**config.mk**
```make
export PLATFORM = sky130hd
export DESIGN_NAME = mem_access_unit
export DESIGN_NICKNAME = d
export VERILOG_FILES = /design/src/rtl/mem_access_unit.sv
export SDC_FILE = /design/constraint.sdc
export NUM_CORES = 1
export LEC_CHECK = 0
export CORE_ASPECT_RATIO = 0.9
export CORE_MARGIN = 10
export CORE_UTILIZATION = 36
export CTS_CLUSTER_SIZE = 40
export DETAILED_ROUTE_END_ITERATION = 10
export GPL_TIMING_DRIVEN = 0
export PLACE_DENSITY = 0.76
export SYNTH_ARGS = -nofsm -noshare
export SYNTH_HDL_FRONTEND = slang
export SYNTH_SLANG_ARGS = --single-unit
export TNS_END_PERCENT = 50
```
**constraint.sdc**
```tcl
create_clock -name clk -period 5.3 [get_ports clk]
set_input_delay 1.59 -clock clk [delete_from_list [all_inputs] [get_ports clk]]
set_output_delay 1.59 -clock clk [all_outputs]
set_load 0.05 [all_outputs]
```
**src/rtl/mem_access_unit.sv**
```systemverilog
// Memory-side stage behind the multicycle control FSM: req/ack handshake to a
// variable-latency memory, IR/MDR holding, stall generation. Optional MEM_TIMEOUT_EN.
module mem_access_unit #(
    parameter int DATA_W         = 32,
    parameter int ADDR_W         = 32,
    parameter int TIMEOUT_CYCLES = 64
) (
    input  logic              clk,
    input  logic              reset,
    input  logic              acc_req,
    input  logic              i_or_d,
    input  logic              ir_write,
    input  logic              mem_write,
    input  logic [ADDR_W-1:0] pc,
    input  logic [ADDR_W-1:0] alu_out,
    input  logic [DATA_W-1:0] write_data,
    output logic              stall,
    output logic [DATA_W-1:0] instr,
    output logic [5:0]        opcode,
    output logic [DATA_W-1:0] mdr,
    output logic              mem_req,
    output logic              mem_we,
    output logic [ADDR_W-1:0] mem_addr,
    output logic [DATA_W-1:0] mem_wdata,
    input  logic [DATA_W-1:0] mem_rdata,
    input  logic              mem_ack,
    output logic              bus_err
);

    localparam logic [1:0] IDLE = 2'd0;
    localparam logic [1:0] BUSY = 2'd1;
    localparam logic [1:0] DONE = 2'd2;

    logic [1:0] state;
    logic       fetch;

    // DONE is the single cycle in which the FSM is allowed to advance
    assign stall  = acc_req && (state != DONE);
    assign opcode = instr[31:26];

`ifdef MEM_TIMEOUT_EN
    localparam int CNT_W = $clog2(TIMEOUT_CYCLES + 1);

    logic [CNT_W-1:0] cnt;
    logic             timeout;

    // ack on the final allowed cycle wins over the timeout
    assign timeout = !mem_ack && (cnt == CNT_W'(TIMEOUT_CYCLES - 1));

    always_ff @(posedge clk or posedge reset) begin
        if (reset) begin
            cnt     <= '0;
            bus_err <= 1'b0;
        end else begin
            if (state == IDLE)
                cnt <= '0;
            else if (state == BUSY && !mem_ack)
                cnt <= cnt + 1'b1;
            if (state == BUSY && timeout)
                bus_err <= 1'b1;
        end
    end
`else
    assign bus_err = 1'b0;
`endif

    always_ff @(posedge clk or posedge reset) begin
        if (reset) begin
            state     <= IDLE;
            fetch     <= 1'b0;
            instr     <= '0;
            mdr       <= '0;
            mem_req   <= 1'b0;
            mem_we    <= 1'b0;
            mem_addr  <= '0;
            mem_wdata <= '0;
        end else begin
            case (state)
                IDLE: begin
                    if (acc_req) begin
                        mem_addr  <= i_or_d ? alu_out : pc;
                        mem_we    <= mem_write;
                        mem_wdata <= write_data;
                        fetch     <= ir_write;
                        mem_req   <= 1'b1;
                        state     <= BUSY;
                    end
                end
                BUSY: begin
                    if (mem_ack) begin
                        mem_req <= 1'b0;
                        mem_we  <= 1'b0;
                        state   <= DONE;
                        if (!mem_we) begin
                            mdr <= mem_rdata;
                            if (fetch)
                                instr <= mem_rdata;
                        end
                    end
`ifdef MEM_TIMEOUT_EN
                    else if (timeout) begin
                        mem_req <= 1'b0;
                        mem_we  <= 1'b0;
                        state   <= DONE;
                    end
`endif
                end
                DONE:    state <= IDLE;
                default: state <= IDLE;
            endcase
        end
    end

endmodule

```
Yosys cells after proc, flatten, opt, wreduce, memory -nomap -nowiden --
Index checks and enable logic that the tools add are counted.
Storage, ports and cells: bits in registers 133, logic and storage cells 30
Cells by class: equality and inequality tests 4, muxes and demuxes 9, bitwise operators 1, reductions and logical operators 8
Operators by type and width (count):
- 32-bit 2-to-1 mux | 1
- 2-bit != test, second input constant | 3
- 3-bit AND reduction | 2
- 2-bit 2-to-1 mux | 2
- 1-bit case mux with 2 select lines | 2
- 2-bit case mux with 2 select lines | 1
- 2-bit AND reduction | 2
- 4-bit AND reduction | 1
- 1-bit 2-to-1 mux | 3
- 2-bit by 1-bit == test with 1-bit output, second input constant | 1
- 2-bit logical NOT | 1
- 2-bit nonzero test | 1
- 1-bit logical AND | 1
- 1-bit NOT | 1

Depth between registers and ports, before layout --
Gate-level depths: netlist of run 1.
word-level depth 3, depth in mapped cells 5, gate-level depth less buffers 3

Least setup slack after synthesis of run 1 --
Ideal clock, no wire load.
path kind input to output, from input port acc_req, to output port stall, arrival time 2729 ps, data required time 3710 ps, setup slack 981 ps, stages on the path 1, path buffers 0, cells stage by stage a21boi_0
Between the ends: cells in the longest elaborated chain, start to end 1
RTL lines:
- start, declared | line 10 | input logic acc_req,
- 1-bit logical AND | line 38 | assign stall = acc_req && (state != DONE);
- end, declared | line 17 | output logic stall,
No other way between the ends.

Worst setup path in the final report of run 1 --
Same ends and word-level chain as after synthesis.

==> summary.md, run 1 <==
### Pwr
- 0.455 — share of total power consumed by net switching
- 0.00394 µW — leakage power
- 0.549 — proportion of power drawn by combinational gates
- 0.000405 V — Peak supply drop
- 2970 µW — Switching Power
- 0.267 — sequential group share of total power
- 0.184 — clock group share of total power
- 725 mW/mm² — power density of the placed cells
- 3560 µW — internal power consumption

### Placement
- 270 — I/O Buffers
- 0.577 ns — pre-CTS setup slack
- 0.803 — Final Wtd Congestion
- 13100 µm — half-perimeter wire length of the detailed placement result
- 0.00840 mm² — cell area after placement

### Timing
- 0.557 ns — transition time at the pin with the least slew margin
- 0.598 ns — minimum setup slack in the final design
- 0.00459 ns — worst clock skew
- 0 — total count of hold-check failures in the final report
- 4.70 ns — Final min period
- 0.628 — remaining max-slew budget at the tightest pin
- 0.887 — share of the clock period used by the worst path
- 0 — final setup violation count
- no — unrepaired setup endpoints after global routing
- 0.479 ns — hold_ws
- 0.213 GHz — Achievable Freq
- 0 — Final Max Slew Viols
- 0 ns — total negative slack

### Final layout
- 796 — final net count
- 0.613 — final core occ
- 0 — number of diodes added for antenna fixing
- 66.4% — Area Overhead vs Synth
- 0.00902 mm² — Final Instance Area
- 0.237 — fraction of final layout cells with drive strength greater than 1

### Clock tree
- 0.41 ns — worst skew pair latency
- 4 — CTS H-tree depth
- built — clock tree from TritonCTS
- 17 — TritonCTS Buffers
- sky130_fd_sc_hd__clkbuf_16 — root buf cell
- 0 — Post CTS Setup Buffer Count
- 0 — cells resized by post-CTS repair
- 0 — CTS Hold Bufs
- 133 — number of clock sinks seen by CTS
- 0.06 ns — clock edge transition at the registers on the reported setup and hold paths
- 2 — maximum buffer depth of the clock tree

### Drt
- 4061 — DR vias
- 142 — First DRT Iteration DRCs
- 4 — router iterations before antenna repair
- 0 — DRT antenna net count
- 16600 µm — overall routed net length
- 19.0 µm — DR WL/cell
- 0 — Post-route DRC
- 4.66 — Avg Vias per Cell

### Floorplanning
- 149 µm — Die X
- 0.0147 mm² — area of the core
- 0.0204 mm² — die footprint
- 42 — Core Rows
- 273 — count of pins on the block boundary
- 0.368 — starting density of the core
- 136 µm — Die Height

### Flow run
- 0 — total of max-cap violations

### Synth
- sky130_fd_sc_hd__dfrtp_1 61%, sky130_fd_sc_hd__mux2_2 14%, sky130_fd_sc_hd__mux2_4 8.3% — dominant cells by area after synthesis
- 371 — cell count after synthesis
- 0.614 — top cell type's share of synthesized area
- 0.614 — part of the Yosys area used for sequential elements
- 133 — count of state elements after synthesis
- 506 — Post-Syn Nets
- 21 — Netlist cell types
- 0.00542 mm² — summed instance area of the synthesized netlist
- 0 — count of warnings emitted by yosys
- sky130_fd_sc_hd__dfrtp_1 — library cell with the largest summed area after synthesis
- 14.6 µm² — mean instance size in the synthesized netlist

### Worst setup path
- 3.71 ns — Critical Path RT
- primary input — launching element type of the critical path
- 3 — CP Max Fanout
- in -> out — startpoint-to-endpoint class of the critical path
- output pin — crit path capture type
- 3.11 ns — worst endpoint data arrival time
- state[1] — Crit Reg-Reg Startpoint
- acc_req — launching element of the worst setup path

### Global routing
- 4543 — number of global-route vias before repair
- 77 — largest net degree at the start of global routing
- 25400 µm — first-pass GRT wire length
- 0 — overflow left after global routing
- 0.161 — all-layer global routing usage
- 0 — initial antenna violation count

### Min path
- reg -> reg — type of the tightest min-delay check
- state[1] — hold wc startpoint

### Outcome
- finished clean — result of the run

[state kept, by name, indices dropped and copies added (netlist names)]
register / flops
mdr: 32
mem_we: 1
mem_req: 1
mem_wdata: 32
fetch: 1
state: 2
instr: 32
mem_addr: 32
[critical path, cell delays in order]
cell,delay [ns]
sky130_fd_sc_hd__clkdlybuf4s50_1,0.49
sky130_fd_sc_hd__a21boi_0,0.17
sky130_fd_sc_hd__clkdlybuf4s50_1,0.85
[through the flow]
| step | std cells | total power [µW] |
|---|---|---|
| 2_1_floorplan | 371 | 4050 |
| 3_3_place_gp | 839 | 5310 |
| 3_5_place_dp | 840 | 5370 |
| 4_1_cts | 872 | 6610 |
| 5_1_grt | 872 | 6810 |
| 6_report | 872 | 6530 |
[synth_stat cells]
cell	count
sky130_fd_sc_hd__conb_1	1
sky130_fd_sc_hd__nor2b_1	1
sky130_fd_sc_hd__a21oi_1	33
sky130_fd_sc_hd__mux2_2	67
sky130_fd_sc_hd__nor3b_1	1
sky130_fd_sc_hd__nand2_4	1
sky130_fd_sc_hd__nand3b_1	1
sky130_fd_sc_hd__mux2_4	30
sky130_fd_sc_hd__mux2i_1	32
sky130_fd_sc_hd__and4bb_1	1
sky130_fd_sc_hd__nand2_1	2
sky130_fd_sc_hd__clkbuf_1	1
sky130_fd_sc_hd__a21o_1	1
sky130_fd_sc_hd__a21boi_0	1
sky130_fd_sc_hd__inv_1	3
sky130_fd_sc_hd__buf_6	3
sky130_fd_sc_hd__dfrtp_1	133
sky130_fd_sc_hd__o21ai_0	1
sky130_fd_sc_hd__buf_2	14
sky130_fd_sc_hd__nor2_1	33
sky130_fd_sc_hd__buf_4	11
[layout make-up]
cell class	instances	area (µm²)
fillers	1127	5700
flip-flops and latches	133	3330
repair buffers	271	2730
multi-input cells	206	1890
clock buffers	18	439
well taps	198	248
plain buffers	29	190
clock inverters	14	175
inverters	3	16.3
[per-layer routing]
layer,vias up,track usage,wire (µm)
li1,1858,-,-
met1,1996,0.177,6440
met2,193,0.266,8100
met3,14,0.0808,1810
met4,0,0.0485,212
met5,-,0,0
[power by group through the flow]
stage	logic (µW)	clock network, µW	registers [µW]
3_5_place_dp	3620	0	1760
4_1_cts	3630	1230	1750
5_1_grt	3730	1280	1800
2_1_floorplan	750	0	3300
6_report	3590	1200	1740
3_3_place_gp	3590	0	1720
[cells by family (layout without fill, tap and decap cells)]
family                 count (synthesis)  after routing  synth area share
AOI/OAI and AO/OA                     36             36            0.0342
DFF                                  133            133             0.614
muxes                                129            129             0.281
other                                  1              1          0.000692
buffers and inverters                 32            335            0.0372
and+or+nand+nor                       40             40            0.0326
[cell usage in the layout (no fill, tap or decap), types with 4 or more instances in the layout]
cell | netlist | layout
sky130_fd_sc_hd__a21oi_1 | 33 | 33
sky130_fd_sc_hd__buf_2 | 14 | 14
sky130_fd_sc_hd__buf_4 | 11 | 11
sky130_fd_sc_hd__clkbuf_16 | 0 | 17
sky130_fd_sc_hd__clkdlybuf4s50_1 | 0 | 270
sky130_fd_sc_hd__dfrtp_1 | 133 | 133
sky130_fd_sc_hd__inv_6 | 0 | 4
sky130_fd_sc_hd__mux2_2 | 67 | 67
sky130_fd_sc_hd__mux2_4 | 30 | 30
sky130_fd_sc_hd__mux2i_1 | 32 | 32
sky130_fd_sc_hd__nor2_1 | 33 | 33
[path summary, 6_finish.rpt]
check	slack, ns	depth (start not counted)	endpoint
max reg2reg	3.68	5	mem_addr[27]
max	0.60	3	stall
min reg2reg	0.48	1	state[0]
min in group asynchronous	1.61	2	mem_wdata[1]
max in group asynchronous	2.95	3	mdr[14]
min	0.48	1	state[0]
No activity file was read; power rests on OpenSTA's default activity.
==> run 2: changes to the inputs <==
CELL_PAD_IN_SITES_DETAIL_PLACEMENT = 1   (was unset)
CELL_PAD_IN_SITES_GLOBAL_PLACEMENT = 2   (was unset)
CORE_UTILIZATION = 23   (was 36)
MAX_ROUTING_LAYER = met4   (was unset)
PLACE_DENSITY = unset   (was 0.76)
PLACE_DENSITY_LB_ADDON = 0.1   (was unset)
==> run 2 against run 1 <==
Net effect:
- flip-flop and latch count stayed put
- clock skew up 0.0033 ns
- first-iteration DRC count rose by 6.3%
- global-route usage decreased by 3.7 points
- maximum frequency shrank 1.7%
- total power shrank 0.50%
- highest routed layer unchanged
- combinational power barely moved
- non-clock buffer count unchanged
- critical path depth is the same
==> summary.md, run 2 (same netlist as run 1, synthesis figures left out) <==
### Outcome
- finished clean — result of the run

### Timing
- 0 — final setup violation count
- 0.585 ns — transition time at the pin with the least slew margin
- 0.515 ns — minimum setup slack in the final design
- 0.492 ns — hold_ws
- 0.903 — share of the clock period used by the worst path
- 0.209 GHz — Achievable Freq
- 0 — Final Max Slew Viols
- 0.00789 ns — worst clock skew
- 4.79 ns — Final min period
- no — unrepaired setup endpoints after global routing
- 0.609 — remaining max-slew budget at the tightest pin
- 0 — total count of hold-check failures in the final report

### Worst setup path
- 5 — number of cells traversed by the worst register-to-register path
- 3 — CP Max Fanout
- 3.20 ns — worst endpoint data arrival time
- state[1] — Crit Reg-Reg Startpoint
- stall — critical path endpoint
- acc_req — launching element of the worst setup path
- 3.68 ns — flop2flop setup slack
- output pin — crit path capture type
- in -> out — startpoint-to-endpoint class of the critical path
- 3.71 ns — Critical Path RT
- mem_addr[23] — endpoint of the lowest-slack register-to-register path
- primary input — launching element type of the critical path

### Floorplanning
- 0.233 — starting density of the core
- 0.0233 mm² — area of the core
- 182 µm — Die X
- 0.0301 mm² — die footprint
- 273 — count of pins on the block boundary
- 166 µm — Die Height
- 53 — Core Rows

### Clock tree
- 2 — maximum buffer depth of the clock tree
- 0 — CTS Hold Bufs
- 17 — TritonCTS Buffers
- 0 — cells resized by post-CTS repair
- sky130_fd_sc_hd__clkbuf_16 — root buf cell
- 0 — Post CTS Setup Buffer Count
- 4 — CTS H-tree depth
- 0.06 ns — clock edge transition at the registers on the reported setup and hold paths
- 133 — number of clock sinks seen by CTS
- 0.41 ns — worst skew pair latency
- built — clock tree from TritonCTS

### Drt
- 4028 — DR vias
- 18.9 µm — DR WL/cell
- 151 — First DRT Iteration DRCs
- 0 — DRT antenna net count
- 4 — router iterations before antenna repair
- 18500 µm — overall routed net length
- 0 — Post-route DRC
- 4.13 — Avg Vias per Cell

### Pwr
- 0.00391 µW — leakage power
- 0.000368 V — Peak supply drop
- 713 mW/mm² — power density of the placed cells

### Final layout
- 796 — final net count
- 68.2% — Area Overhead vs Synth
- 2433 — Fillers
- 976 — Final Non-Filler Cells
- 0.234 — fraction of final layout cells with drive strength greater than 1
- sky130_fd_sc_hd__clkdlybuf4s50_1 — leading cell type in the layout, fill and taps excluded
- 0.00911 mm² — Final Instance Area
- 270 x sky130_fd_sc_hd__clkdlybuf4s50_1, 133 x sky130_fd_sc_hd__dfrtp_1, 67 x sky130_fd_sc_hd__mux2_2, 33 x sky130_fd_sc_hd__nor2_1, 33 x sky130_fd_sc_hd__a21oi_1 — commonest cells after routing, fill and taps aside
- 0 — number of diodes added for antenna fixing

### Min path
- 1 — cell depth of the worst hold path
- reg -> reg — type of the tightest min-delay check

### Placement
- 0.707 — Final Wtd Congestion
- 0.526 ns — pre-CTS setup slack
- 0.00853 mm² — cell area after placement
- 270 — I/O Buffers
- 944 — number of instances in the placed design
- 14500 µm — half-perimeter wire length of the detailed placement result

### Flow run
- 0 — total of max-cap violations

### Global routing
- 4647 — number of global-route vias before repair
- 81 — largest net degree at the start of global routing
- 28200 µm — first-pass GRT wire length
- 0 — initial antenna violation count
- 0.123 — all-layer global routing usage
- 0 — overflow left after global routing

-- run 2: changes by cell type in the layout (fill, tap and decap cells not counted) --
cell | before | now
sky130_fd_sc_hd__clkbuf_1 | 1 | 3
sky130_fd_sc_hd__inv_6 | 4 | 5
sky130_fd_sc_hd__clkinv_2 | 2 | 0
sky130_fd_sc_hd__clkinv_4 | 3 | 1
sky130_fd_sc_hd__bufinv_16 | 3 | 2
sky130_fd_sc_hd__clkinvlp_4 | 3 | 6
sky130_fd_sc_hd__clkbuf_8 | 1 | 0
-- run 2: area by class of cell --
class | count | area, µm² | share of cell area
Multi-Input combinational cell | 206 | 1890 | 0.207
Sequential cell | 133 | 3330 | 0.365
Tap cell | 302 | 378 | 0.0415
Inverter | 3 | 16.3 | 0.00178
Buffer | 29 | 190 | 0.0209
Clock inverter | 13 | 149 | 0.0163
Timing Repair Buffer | 271 | 2730 | 0.300
Clock buffer | 19 | 433 | 0.0475
-- run 2: how the worst min path moves through the flow --
stage | slack, ns | from | end
2_1_floorplan | 0.45 | state[1] | state[0]
5_1_grt | 0.52 | state[1] | state[0]
6_report | 0.49 | mem_req | mem_req
3_5_place_dp | 0.47 | mem_req | mem_req
4_1_cts | 0.49 | mem_req | mem_req
3_3_place_gp | 0.47 | mem_req | mem_req
-- run 2: power breakdown --
part / switching, µW / internal (µW)
Clock: 464 / 699
Combinational: 2280 / 1330
Sequential: 257 / 1470
Total: 3000 / 3500
-- run 2: critical path, cell delays in order --
cell and delay (ns):
sky130_fd_sc_hd__clkdlybuf4s50_1 0.49, sky130_fd_sc_hd__a21boi_0 0.22, sky130_fd_sc_hd__clkdlybuf4s50_1 0.89
-- run 2: stage by stage --
stage,util,total power (µW),TNS (ns)
4_1_cts,0.392,6620,0
3_5_place_dp,0.367,5410,0
5_1_grt,0.392,6830,0
2_1_floorplan,-,4050,0
3_3_place_gp,0.365,5360,-269.37
6_report,0.392,6500,0
-- run 2: per-layer routing --
layer	routed length, µm	track usage	vias up
met5	0	-	-
met2	8980	0.195	158
met3	1810	0.0571	8
met4	134	0.0297	0
li1	-	-	1859
met1	7550	0.139	2003
==> run 3: changes to the inputs <==
HOLD_SLACK_MARGIN = 0.03   (was unset)
SETUP_SLACK_MARGIN = 0.4   (was unset)
==> run 3 against run 2 <==
Net effect:
- cell area rose by 0.69%
- sequential power barely moved
- register-to-register slack got worse by 0.04 ns
- critical path depth did not move
- critical path type unchanged
==> summary.md, run 3 (same netlist as run 1, synthesis figures left out) <==
### Outcome
- finished clean — result of the run

### Clock tree
- 17 — TritonCTS Buffers
- 4 — CTS H-tree depth
- 2 — maximum buffer depth of the clock tree
- sky130_fd_sc_hd__clkbuf_16 — root buf cell
- 0 — CTS Hold Bufs
- built — clock tree from TritonCTS
- 0.41 ns — worst skew pair latency
- 0 — Post CTS Setup Buffer Count
- 133 — number of clock sinks seen by CTS
- 0 — cells resized by post-CTS repair
- 0.06 ns — clock edge transition at the registers on the reported setup and hold paths

### Timing
- 0.898 — share of the clock period used by the worst path
- 4.76 ns — Final min period
- 0.564 — remaining max-slew budget at the tightest pin
- 0.653 ns — transition time at the pin with the least slew margin
- 0.0129 ns — worst clock skew
- 0 ns — total negative slack
- 0.210 GHz — Achievable Freq
- 0 — total count of hold-check failures in the final report
- 0 — Final Max Slew Viols
- 0 — final setup violation count
- no — unrepaired setup endpoints after global routing

### Floorplanning
- 166 µm — Die Height
- 0.233 — starting density of the core
- 0.0233 mm² — area of the core
- 182 µm — Die X
- 53 — Core Rows
- 273 — count of pins on the block boundary
- 0.0301 mm² — die footprint

### Worst setup path
- primary input — launching element type of the critical path
- acc_req — launching element of the worst setup path
- state[1] — Crit Reg-Reg Startpoint
- 3 — CP Max Fanout
- in -> out — startpoint-to-endpoint class of the critical path
- 3.71 ns — Critical Path RT
- output pin — crit path capture type
- 3.17 ns — worst endpoint data arrival time

### Pwr
- 6570 µW — post-layout power
- 0.550 — proportion of power drawn by combinational gates
- 0.000346 V — Peak supply drop
- 0.186 — clock group share of total power
- 0.00394 µW — leakage power
- 0.263 — sequential group share of total power
- 3570 µW — internal power consumption
- 716 mW/mm² — power density of the placed cells
- 0.458 — share of total power consumed by net switching
- 3010 µW — Switching Power

### Final layout
- 69.3% — Area Overhead vs Synth
- 270 x sky130_fd_sc_hd__clkdlybuf4s50_1, 133 x sky130_fd_sc_hd__dfrtp_1, 67 x sky130_fd_sc_hd__mux2_2, 33 x sky130_fd_sc_hd__nor2_1, 33 x sky130_fd_sc_hd__a21oi_1 — commonest cells after routing, fill and taps aside
- 0.00918 mm² — Final Instance Area
- 798 — final net count
- 0 — number of diodes added for antenna fixing
- sky130_fd_sc_hd__clkdlybuf4s50_1 — leading cell type in the layout, fill and taps excluded
- 0.238 — fraction of final layout cells with drive strength greater than 1

### Min path
- state[1] — hold wc startpoint
- reg -> reg — type of the tightest min-delay check

### Drt
- 4 — router iterations before antenna repair
- 0 — DRT antenna net count
- 4.18 — Avg Vias per Cell
- 0 — Post-route DRC
- 133 — First DRT Iteration DRCs
- 4085 — DR vias
- 19.2 µm — DR WL/cell
- 18800 µm — overall routed net length

### Global routing
- 28900 µm — first-pass GRT wire length
- 0 — initial antenna violation count
- 40 — largest net degree at the start of global routing
- 0.127 — all-layer global routing usage
- 0 — overflow left after global routing
- 4865 — number of global-route vias before repair

### Placement
- 0.00856 mm² — cell area after placement
- 0.759 — Final Wtd Congestion
- 14900 µm — half-perimeter wire length of the detailed placement result
- 270 — I/O Buffers

### Flow run
- 0 — total of max-cap violations

-- run 3: cell count changes in the layout (fill, tap and decap cells not counted) --
cell | previous run | this run
sky130_fd_sc_hd__clkinv_4 | 1 | 2
sky130_fd_sc_hd__clkbuf_1 | 3 | 2
sky130_fd_sc_hd__clkinvlp_4 | 6 | 4
sky130_fd_sc_hd__buf_16 | 1 | 0
sky130_fd_sc_hd__inv_6 | 5 | 4
sky130_fd_sc_hd__buf_12 | 0 | 3
sky130_fd_sc_hd__bufinv_16 | 2 | 3
sky130_fd_sc_hd__clkinv_2 | 0 | 1
sky130_fd_sc_hd__clkbuf_8 | 0 | 1
-- run 3: path summary, 6_finish.rpt --
path | cells past startpoint | to | slack [ns]
setup reg to reg | 5 | mem_addr[13] | 3.64
hold reg to reg | 1 | state[0] | 0.49
hold / removal | 1 | state[0] | 0.49
min in group asynchronous | 2 | mem_addr[31] | 1.61
setup / recovery | 3 | stall | 0.54
max in group asynchronous | 4 | instr[29] | 2.84
-- run 3: worst max-delay path, stage by stage --
cell and delay (ns):
sky130_fd_sc_hd__clkdlybuf4s50_1 0.50, sky130_fd_sc_hd__a21boi_0 0.20, sky130_fd_sc_hd__clkdlybuf4s50_1 0.87
-- run 3: cell type report --
class | count | area [µm²]
Tap cell | 302 | 378
Sequential cell | 133 | 3330
Clock buffer | 19 | 443
Multi-Input combinational cell | 206 | 1890
Inverter | 3 | 15.0
Fill cell | 2407 | 14100
Buffer | 29 | 190
Clock inverter | 13 | 170
Timing Repair Buffer | 273 | 2760
-- run 3: per-stage QoR --
| stage | hold slack, ns | cells | setup slack [ns] | utilization |
|---|---|---|---|---|
| 2_1_floorplan | 0.447 | 371 | 0.981 | - |
| 3_3_place_gp | 0.462 | 943 | 0.549 | 0.365 |
| 3_5_place_dp | 0.482 | 946 | 0.528 | 0.368 |
| 4_1_cts | 0.485 | 978 | 0.520 | 0.394 |
| 5_1_grt | 0.515 | 978 | 0.458 | 0.394 |
| 6_report | 0.486 | 978 | 0.542 | 0.394 |
-- run 3: per-layer routing --
| metal | routed length [µm] | track usage | up-vias |
|---|---|---|---|
| met5 | 0 | - | - |
| met4 | 176 | 0.0339 | 0 |
| met2 | 8960 | 0.200 | 161 |
| met1 | 7720 | 0.141 | 2053 |
| met3 | 1910 | 0.0612 | 10 |
| li1 | - | - | 1861 |
-- run 3: power by group through the flow --
| stage | combinational (µW) | clock [µW] | sequential (µW) |
|---|---|---|---|
| floorplan | 750 | 0 | 3300 |
| global placement | 3640 | 0 | 1720 |
| detailed placement | 3670 | 0 | 1750 |
| CTS | 3680 | 1270 | 1740 |
| global route | 3780 | 1320 | 1800 |
| finish | 3620 | 1220 | 1730 |
